### config.mk
export PLATFORM = sky130hd
export DESIGN_NAME = half_band_interp_1
export DESIGN_NICKNAME = d
export VERILOG_FILES = /design/src/rtl/half_band_interp_1.sv
export SDC_FILE = /design/constraint.sdc
export NUM_CORES = 1
export LEC_CHECK = 0
export CAP_MARGIN = 20
export CORE_UTILIZATION = 60
export DETAILED_ROUTE_END_ITERATION = 7
export GPL_TIMING_DRIVEN = 1
export HOLD_SLACK_MARGIN = 0.15
export PLACE_DENSITY = 0.77
export SLEW_MARGIN = 10
export SYNTH_ARGS = -nofsm -noshare
export SYNTH_HDL_FRONTEND = slang
export SYNTH_SLANG_ARGS = --single-unit
export TNS_END_PERCENT = 30
### constraint.sdc
create_clock -name clk -period 26.7 [get_ports clk]
set_input_delay 4.005 -clock clk [delete_from_list [all_inputs] [get_ports clk]]
set_output_delay 4.005 -clock clk [all_outputs]
set_load 0.1 [all_outputs]
### src/rtl/half_band_interp_1.sv
// Half-band interpolate-by-2: even phase is a pure delay, odd phase a 4-tap symmetric FIR on one shared
// multiplier over 4 clocks; outputs 2 clocks apart, no backpressure. Macro HB_INTERP_SAT_EN saturates the odd output.
module half_band_interp_1 #(
  parameter logic signed [17:0] COEF_B    = -18'sd12940,
  parameter logic signed [17:0] COEF_B1   = 18'sd77324,
  parameter int unsigned        OUT_SHIFT = 17
) (
  input  logic               clk,
  input  logic               reset,
  input  logic               clk_en,
  input  logic signed [17:0] x_in,
  output logic signed [17:0] y,
  output logic               y_valid
);

  logic signed [17:0] d0, d1, d2, d3;
  logic signed [36:0] mult_out;
  logic signed [37:0] acc;
  logic [1:0]         k;
  logic               busy;

  logic signed [18:0] pre_sum;
  logic signed [17:0] coef;
  logic signed [36:0] op_a, op_b, product;
  logic signed [17:0] odd_val;

  // Shared multiplier: outer pair at k=0, inner pair otherwise
  always_comb begin
    pre_sum = {d1[17], d1} + {d2[17], d2};
    coef    = COEF_B1;
    if (k == 2'd0) begin
      pre_sum = {d0[17], d0} + {d3[17], d3};
      coef    = COEF_B;
    end
    op_a    = {{19{coef[17]}}, coef};
    op_b    = {{18{pre_sum[18]}}, pre_sum};
    product = op_a * op_b;
  end

`ifdef HB_INTERP_SAT_EN
  localparam logic signed [37:0] SAT_MAX = 38'sd131071;
  localparam logic signed [37:0] SAT_MIN = -38'sd131072;
  logic signed [37:0] acc_shr;

  always_comb begin
    acc_shr = acc >>> OUT_SHIFT;
    odd_val = acc_shr[17:0];
    if (acc_shr > SAT_MAX) begin
      odd_val = 18'sh1FFFF;
    end else if (acc_shr < SAT_MIN) begin
      odd_val = 18'sh20000;
    end
  end
`else
  // Low 18 bits of the arithmetic shift are just this slice of acc; wraps on overflow.
  always_comb begin
    odd_val = acc[OUT_SHIFT +: 18];
  end
`endif

  always_ff @(posedge clk or negedge reset) begin
    if (!reset) begin
      d0       <= '0;
      d1       <= '0;
      d2       <= '0;
      d3       <= '0;
      mult_out <= '0;
      acc      <= '0;
      y        <= '0;
      y_valid  <= 1'b0;
      k        <= 2'd3;
      busy     <= 1'b0;
    end else begin
      y_valid <= 1'b0;
      if (busy && (k == 2'd3)) begin
        y       <= odd_val;
        y_valid <= 1'b1;
        busy    <= 1'b0;
      end else if (busy && !clk_en) begin
        // An early strobe suppresses the step of the cycle it lands in
        unique case (k)
          2'd0: mult_out <= product;
          2'd1: begin
            mult_out <= product;
            acc      <= {mult_out[36], mult_out};
            y        <= d2;
            y_valid  <= 1'b1;
          end
          2'd2: acc <= acc + {mult_out[36], mult_out};
          default: ;
        endcase
        k <= k + 2'd1;
      end
      if (clk_en) begin
        d0   <= x_in >>> 1;
        d1   <= d0;
        d2   <= d1;
        d3   <= d2;
        k    <= 2'd0;
        busy <= 1'b1;
      end
    end
  end

endmodule

# [Word-level counts from Yosys, hierarchy flattened]
# Index checks and enable logic that the tools add are counted.
[classes] add_sub_neg=4 multipliers=1 n_eq_ne=4 mux=14 bitwise_logic=1 n_reduce_logical=14
[op_table] cell="one-hot mux 38 bit (2 select lines)" count=1
[op_table] cell="two-way mux 18 bit" count=4
[op_table] cell="adder 38 bit" count=1
[op_table] cell="multiplier 18 x 19 -> 37 bit" count=1
[op_table] cell="adder 17 x 17 -> 18 bit" count=2
[op_table] cell="two-way mux 19 bit" count=1
[op_table] cell="nonzero test 2 bit" count=5
[op_table] cell="two-way mux 2 bit" count=3
[op_table] cell="AND reduction 3 bit" count=2
[op_table] cell="two-way mux 1 bit" count=5
[op_table] cell="equality test 2 bit (second input constant)" count=2
[op_table] cell="AND reduction 2 bit" count=2
[op_table] cell="adder 2 x 1 -> 2 bit (second input constant)" count=1
[op_table] cell="equality test 2 x 1 -> 1 bit (second input constant)" count=1
[op_table] cell="logical AND 1 bit" count=2
[op_table] cell="zero test 2 bit" count=1
[op_table] cell="inequality test 2 bit (second input constant)" count=1
[op_table] cell="OR reduction 2 bit" count=1
[op_table] cell="zero test 1 bit" count=1
[op_table] cell="inverter 1 bit" count=1
[totals] ff_bits=165 input_bits=21 output_inout_bits=19 elab_cells=48

# [Logic depth before layout (Yosys ltp)]
# Gate-level depths: netlist of the first run.
[depth] ltp_word=5 depth_mapped=36 depth_no_buf=36

# [Least setup slack after synthesis of the first run]
# No wires, ideal clock.
[synth_timing] path_type="flip-flop to flip-flop" start="reg d0[1]" end="reg mult_out[34]" setup_ps=123 t_arrival_ps=8912 t_required_ps=26577 path_slack_ps=17665 stages_incl_launch_ff=34 n_path_buf=1 synth_period_minus_slack_ps=9035 cell_sequence="dfrtp_1 -> ha_1 -> a21o_1 -> a21oi_2 -> o21ai_2 -> a21oi_2 -> o21ai_2 -> a311o_1 -> a2111oi_4 -> nor3_2 -> a31oi_2 -> buf_4 -> nand2b_1 -> ha_1 -> inv_1 -> fa_1 -> fa_1 -> inv_1 -> fa_1 -> fa_1 -> fa_1 -> inv_1 -> fa_1 -> inv_1 -> ha_1 -> a211oi_2 -> nor2_1 -> o41a_1 -> o41ai_2 -> o21ai_1 -> o22ai_1 -> xnor2_1 -> xnor2_1 -> o21ai_1"
[synth_between] elab_chain_cells=3
[synth_lines] item="from (decl)" line_no="16" source="logic signed [17:0] d0, d1, d2, d3;"
[synth_lines] item="from (signal assigned)" line_no="95" source="d0 <= x_in >>> 1;"
[synth_lines] item="adder 17 x 17 -> 18 bit" line_no="32" source="pre_sum = {d0[17], d0} + {d3[17], d3};"
[synth_lines] item="two-way mux 19 bit" line_no="31" source="if (k == 2'd0) begin"
[synth_lines] item="multiplier 18 x 19 -> 37 bit" line_no="37" source="product = op_a * op_b;"
[synth_lines] item="to (signal assigned)" line_no="82" source="2'd0: mult_out <= product;"
[synth_lines] item="to (signal assigned)" line_no="84" source="mult_out <= product;"
[synth_lines] item="to (decl)" line_no="17" source="logic signed [36:0] mult_out;"
# Every way passes these cells.
# A chain may end at the register's enable or synchronous reset.

# [Final worst setup path of the first run]
[layout_timing] start="reg d0[1]" end="reg mult_out[33]"
# Same word-level chain as after synthesis.

==> results of run 1 <==
==> cells in the final DEF (no fill, tap or decap), types with 32 or more instances in the layout <==
master,netlist,final
sky130_fd_sc_hd__xnor2_1,57,57
sky130_fd_sc_hd__a21oi_1,87,87
sky130_fd_sc_hd__nor2_1,68,68
sky130_fd_sc_hd__mux2_2,66,66
sky130_fd_sc_hd__o21ai_0,106,106
sky130_fd_sc_hd__nand2_1,152,152
sky130_fd_sc_hd__mux2i_1,32,32
sky130_fd_sc_hd__ha_1,205,205
sky130_fd_sc_hd__a21o_1,32,32
sky130_fd_sc_hd__fa_1,240,240
sky130_fd_sc_hd__clkdlybuf4s50_1,0,36
sky130_fd_sc_hd__dfrtp_1,154,154
sky130_fd_sc_hd__inv_1,367,367
==> logic make-up (layout without fill, tap and decap cells) <==
family | Yosys count | after routing
adders and majority gates | 445 | 445
buffers and inverters | 410 | 448
and+or+nand+nor | 357 | 357
AOI/OAI and AO/OA | 324 | 324
DFF | 156 | 156
muxes | 99 | 99
xor gates and xnor gates | 84 | 84
other | 2 | 5
==> worst min-delay path, cell delays in order, from the launching register on <==
cell                      delay, ns
sky130_fd_sc_hd__dfrtp_1       0.35
sky130_fd_sc_hd__nand2_1       0.05
sky130_fd_sc_hd__o21ai_0       0.06
==> metrics by stage <==
| stage | cell area, µm² | setup slack, ns |
|---|---|---|
| 2_1_floorplan | 18400 | 17.67 |
| 3_5_place_dp | 19200 | 15.95 |
| 4_1_cts | 19700 | 15.94 |
| 3_3_place_gp | 19200 | 16.12 |
| 5_1_grt | 19800 | 15.24 |
| 6_report | 19800 | 15.95 |
==> sequential cells by signal, indices dropped and copies added, names as in the netlist <==
signal and cells:
acc 33, mult_out 33, y 18, d0 17
d1 17, d2 17, d3 17, k 2
busy 1, y_valid 1
==> layout make-up <==
class / instances / share of cell area, %
Tap cell: 390 / 2.47
Multi-Input combinational cell: 1314 / 65.5
Clock buffer: 17 / 2.15
Clock inverter: 15 / 0.746
Timing Repair Buffer: 48 / 2.42
Inverter: 368 / 6.98
Sequential cell: 156 / 19.7
==> worst paths after layout <==
kind	to	slack [ns]	cells after the start
setup / recovery	mult_out[33]	15.95	31
hold / removal	acc[15]	0.49	2
setup reg to reg	mult_out[33]	15.95	31
hold reg to reg	acc[15]	0.49	2
max in group asynchronous	d3[15]	21.97	3
min in group asynchronous	y_valid	3.56	1
==> per-layer routing <==
layer  part of all wire [%]  track usage [%]  vias up
li1                       -                -     6127
met1                     44             40.1     6497
met2                     48             48.8      280
met3                    4.9             5.03       77
met4                    3.0             10.7        0
met5                      0                0        -
==> results.cfg, run 1 <==
[status]
status = complete, no violations

[detailed_routing]
first_pass_iters = 5
drt.antenna.violating_nets = 0
vias_per_cell = 5.62
finalWirelength_um = 42200
drt_iter0_markers = 748
route.vias.total = 13000
detail_route.drc_violations = 0
wire_per_inst_um = 18.3

[critical_path]
path_class = reg -> reg
worstPathRequired_ns = 27.04
cp_top_family = adder cells
worst_path_max_delay_cell = sky130_fd_sc_hd__nand2b_1
path_buf_inv = 4
critical_path_end_type = flop
timing.rr.start = d0[1]
crit_path_start_kind = flop
worst_path_most_repeated_cell = sky130_fd_sc_hd__fa_1
critical_path_arrival_ns = 11.09
maximum_fanout_along_the_worst_path = 13
startpoint = d0[1]
max_stage_delay_ns = 0.63

[timing]
slew_at_the_pin_closest_to_its_max_slew_limit_ns = 1.00
hold-worst-slack_ns = 0.489
final-max-slew-violation-count = 0
fin_worst_skew_ns = 0.0157
relSlewSlack_pct = 32.8
finalCritPeriodShare_pct = 40.2
final-setup-viol-count = 0
unrepaired_setup_endpoints_after_global_routing = no
final.setup.tns_ns = 0
achievable-frequency_mhz = 93.1
final-hold-violation-count = 0
period_minus_slack_ns = 10.75

[final_layout]
sequential_cell_area_mm2 = 0.00391
post_route_cells_drive_above_1_share_pct = 7.72
fill_cells = 2269
layout.cells.non_filler = 2308
fin_nets = 2371
diode_insertion_count_for_antenna_repair = 0
area_used_by_multi_input_combinational_logic_mm2 = 0.0130
layout.core_utilization_pct = 66.2
areaGrowthSynthToFinish_pct = 7.52

[clocking]
cts-root-buf = sky130_fd_sc_hd__clkbuf_16
cts_buffer_depth = 2
cts.sinks = 156
cts_tree = built
cts.reportedPaths.clkPinSlew_ns = 0.08
number_of_cells_upsized_or_downsized_after_cts = 0
post-cts-setup-buffers = 0
htreeDepth = 4
clkLatencyLatePin_ns = 0.46
hold_buffers = 0
cts_buffers = 17

[die]
die_area_mm2 = 0.0314
die-width_um = 177
placeableCoreArea_mm2 = 0.0299
starting_density_of_the_core_pct = 61.6
die-height_um = 177
ioPinCount = 40
rows = 63

[placement]
numPortBuffers = 38
dp.cells = 2274
dpl.hpwl_um = 34900
gpl.final_weighted_congestion = 0.978

[global_route]
antenna_found_initial = 2
grt_use_total_pct = 29.9
grt_pass1_wl_um = 71400
grt_overflow = 0
grt_start_max_net_pins = 81
first_global_vias = 13800

[synthesis]
mux_contribution_to_synthesized_area_pct = 5.84
post_synth.cell_area_avg_um2 = 9.80
mappedNetlistArea_mm2 = 0.0184
synth_top_cell_area_share_pct = 26.1
ys_top_cells_by_area = sky130_fd_sc_hd__fa_1 26%, sky130_fd_sc_hd__dfrtp_1 21%, sky130_fd_sc_hd__ha_1 14%
netlist.top_cell.by_area = sky130_fd_sc_hd__fa_1
synth_top_cells_by_count = 367 x sky130_fd_sc_hd__inv_1, 240 x sky130_fd_sc_hd__fa_1, 205 x sky130_fd_sc_hd__ha_1, 154 x sky130_fd_sc_hd__dfrtp_1, 152 x sky130_fd_sc_hd__nand2_1
post_synth_and_or_nand_nor_area_fraction_pct = 9.06
combinational_family_with_the_most_area_after_synthesis = adder cells
synthArstFlopShare_pct = 100
top_count_cell_post_synth = sky130_fd_sc_hd__inv_1
synth-xor-area-share_pct = 4.00
synth-adder-area-share_pct = 40.1
synth-warning-count = 0
postSynthCellCount = 1877
synth_compound_area_share_pct = 11.3
synth.ff_latch_count = 156
synth_flop_cell = sky130_fd_sc_hd__dfrtp_1
yosysSeqAreaShare_pct = 21.2
ys_types = 71
synth-edff-count = 0

[job]
cap_viol_max_count = 0

[min_path]
hold_start = acc[15]
min_path_type = reg -> reg
Power of run 1 is not shown: default switching activity piles up to over one toggle a cycle in this logic, so the estimate is an artifact.
==> run 2: changes to the inputs <==
- CORE_UTILIZATION: 60 -> 59
- PLACE_DENSITY: 0.77 -> 0.79
- clock period: 26.7 -> 9.75 ns (I/O delays scaled with it)
==> run 2 against run 1 <==
Against the previous run:
- first-iteration DRC count rose by 15%
- die area grew 1.7%
- clock-buffer cell count unchanged
- global-route usage decreased by 1.0 points
- final area grew 0.68%
- hold slack worse by 0.0016 ns
- largest cell class unchanged
- highest routed layer is now met5
==> results.cfg, run 2 (synthesis results as in run 1) <==
[detailed_routing]
drt.antenna.violating_nets = 0
vias_per_cell = 5.67
finalWirelength_um = 42100
detail_route.drc_violations = 0
route.vias.total = 13200
wire_per_inst_um = 18.1
drt_iter0_markers = 859
first_pass_iters = 5

[global_route]
grt_start_max_net_pins = 95
grt_use_total_pct = 28.9
grt_overflow = 0
first_global_vias = 13900
grt_pass1_wl_um = 70400
antenna_found_initial = 1

[timing]
fin_worst_skew_ns = 0.0133
slew_at_the_pin_closest_to_its_max_slew_limit_ns = 1.09
achievable-frequency_mhz = 108
finalCritPeriodShare_pct = 95.2
final.setup.tns_ns = 0
final-hold-violation-count = 0
unrepaired_setup_endpoints_after_global_routing = no
final-max-slew-violation-count = 0
period_minus_slack_ns = 9.28
final-setup-viol-count = 0
relSlewSlack_pct = 27.2

[clocking]
cts-root-buf = sky130_fd_sc_hd__clkbuf_16
cts_buffers = 17
cts_tree = built
cts_buffer_depth = 2
cts.reportedPaths.clkPinSlew_ns = 0.08
clkLatencyLatePin_ns = 0.45
hold_buffers = 0
cts.sinks = 156
htreeDepth = 4

[critical_path]
worst_path_max_delay_cell = sky130_fd_sc_hd__fa_1
cp_top_family = adder cells
worst_path_most_repeated_cell = sky130_fd_sc_hd__fa_1
path_class = reg -> reg
critical_path_arrival_ns = 9.61
critical_path_end_type = flop
max_stage_delay_ns = 0.59
maximum_fanout_along_the_worst_path = 5
worstPathRequired_ns = 10.08
startpoint = d2[0]
crit_path_start_kind = flop
timing.rr.start = d2[0]
path_buf_inv = 3

[final_layout]
leading_cell_type_in_the_layout_fill_and_taps_excluded = sky130_fd_sc_hd__inv_1
diode_insertion_count_for_antenna_repair = 0
mostFrequentLayoutCells = 367 x sky130_fd_sc_hd__inv_1, 240 x sky130_fd_sc_hd__fa_1, 205 x sky130_fd_sc_hd__ha_1
fin_nets = 2378
areaGrowthSynthToFinish_pct = 8.26
largestRegisters = acc x33, mult_out x33, y x18
post_route_cells_drive_above_1_share_pct = 8.31

[min_path]
hold_start = acc[15]
min_path_type = reg -> reg

[placement]
gpl.final_weighted_congestion = 0.967
numPortBuffers = 38
dpl.hpwl_um = 34400

[die]
placeableCoreArea_mm2 = 0.0307
die_area_mm2 = 0.0319
die-height_um = 179
ioPinCount = 40
starting_density_of_the_core_pct = 60.0
die-width_um = 179
rows = 64

[job]
cap_viol_max_count = 0

[status]
status = complete, no violations
-- run 2: path summary, 6_finish.rpt --
kind                                 to  slack, ns  cells after the start
min reg2reg                     acc[15]       0.49                      2
min                             acc[15]       0.49                      2
max in group asynchronous       acc[15]       7.28                      2
max reg2reg                mult_out[34]       0.47                     31
max                        mult_out[34]       0.47                     31
min in group asynchronous         y[15]       1.08                      1
-- run 2: stage by stage --
step	hold slack, ns	util (%)	instances	area [µm²]	setup slack, ns
6_report	0.487	64.9	2321	19900	0.465
5_1_grt	0.531	64.9	2321	19900	0.0338
4_1_cts	0.495	64.7	2319	19800	0.277
3_5_place_dp	0.479	62.7	2287	19200	0.312
3_3_place_gp	0.467	62.7	2286	19200	0.532
2_1_floorplan	0.454	-	1880	18400	0.715
-- run 2: area by class of cell --
cell class | instances | area (µm²)
Fill cell | 2361 | 10800
Clock inverter | 15 | 170
Clock buffer | 17 | 425
Inverter | 368 | 1380
Timing Repair Buffer | 55 | 544
Multi-Input combinational cell | 1314 | 13000
Sequential cell | 156 | 3910
Tap cell | 396 | 495
-- run 2: layer usage --
| metal | vias up | track usage, % | wire length (µm) |
|---|---|---|---|
| li1 | 6134 | - | - |
| met1 | 6624 | 37.0 | 17800 |
| met2 | 326 | 49.6 | 20800 |
| met3 | 72 | 5.05 | 2220 |
| met4 | 2 | 9.15 | 1180 |
| met5 | - | 0 | 11 |
-- run 2: worst register-to-register path, delay by kind of cell (launching register included) --
family	cells	cell delay, ns
adders and majority gates	9	4.21
AOI/OAI and AO/OA	14	3.58
xor gates and xnor gates	3	0.56
DFF	1	0.42
and+or+nand+nor	2	0.24
buffers and inverters	3	0.15
-- run 2: timing repair --
| item | in CTS | in global routing |
|---|---|---|
| endpoints found under the setup margin | 0 | 5 |
| setup buffers | 0 | 1 |
| gates resized for setup | 0 | 7 |
Power of run 2 is left out for the same reason.
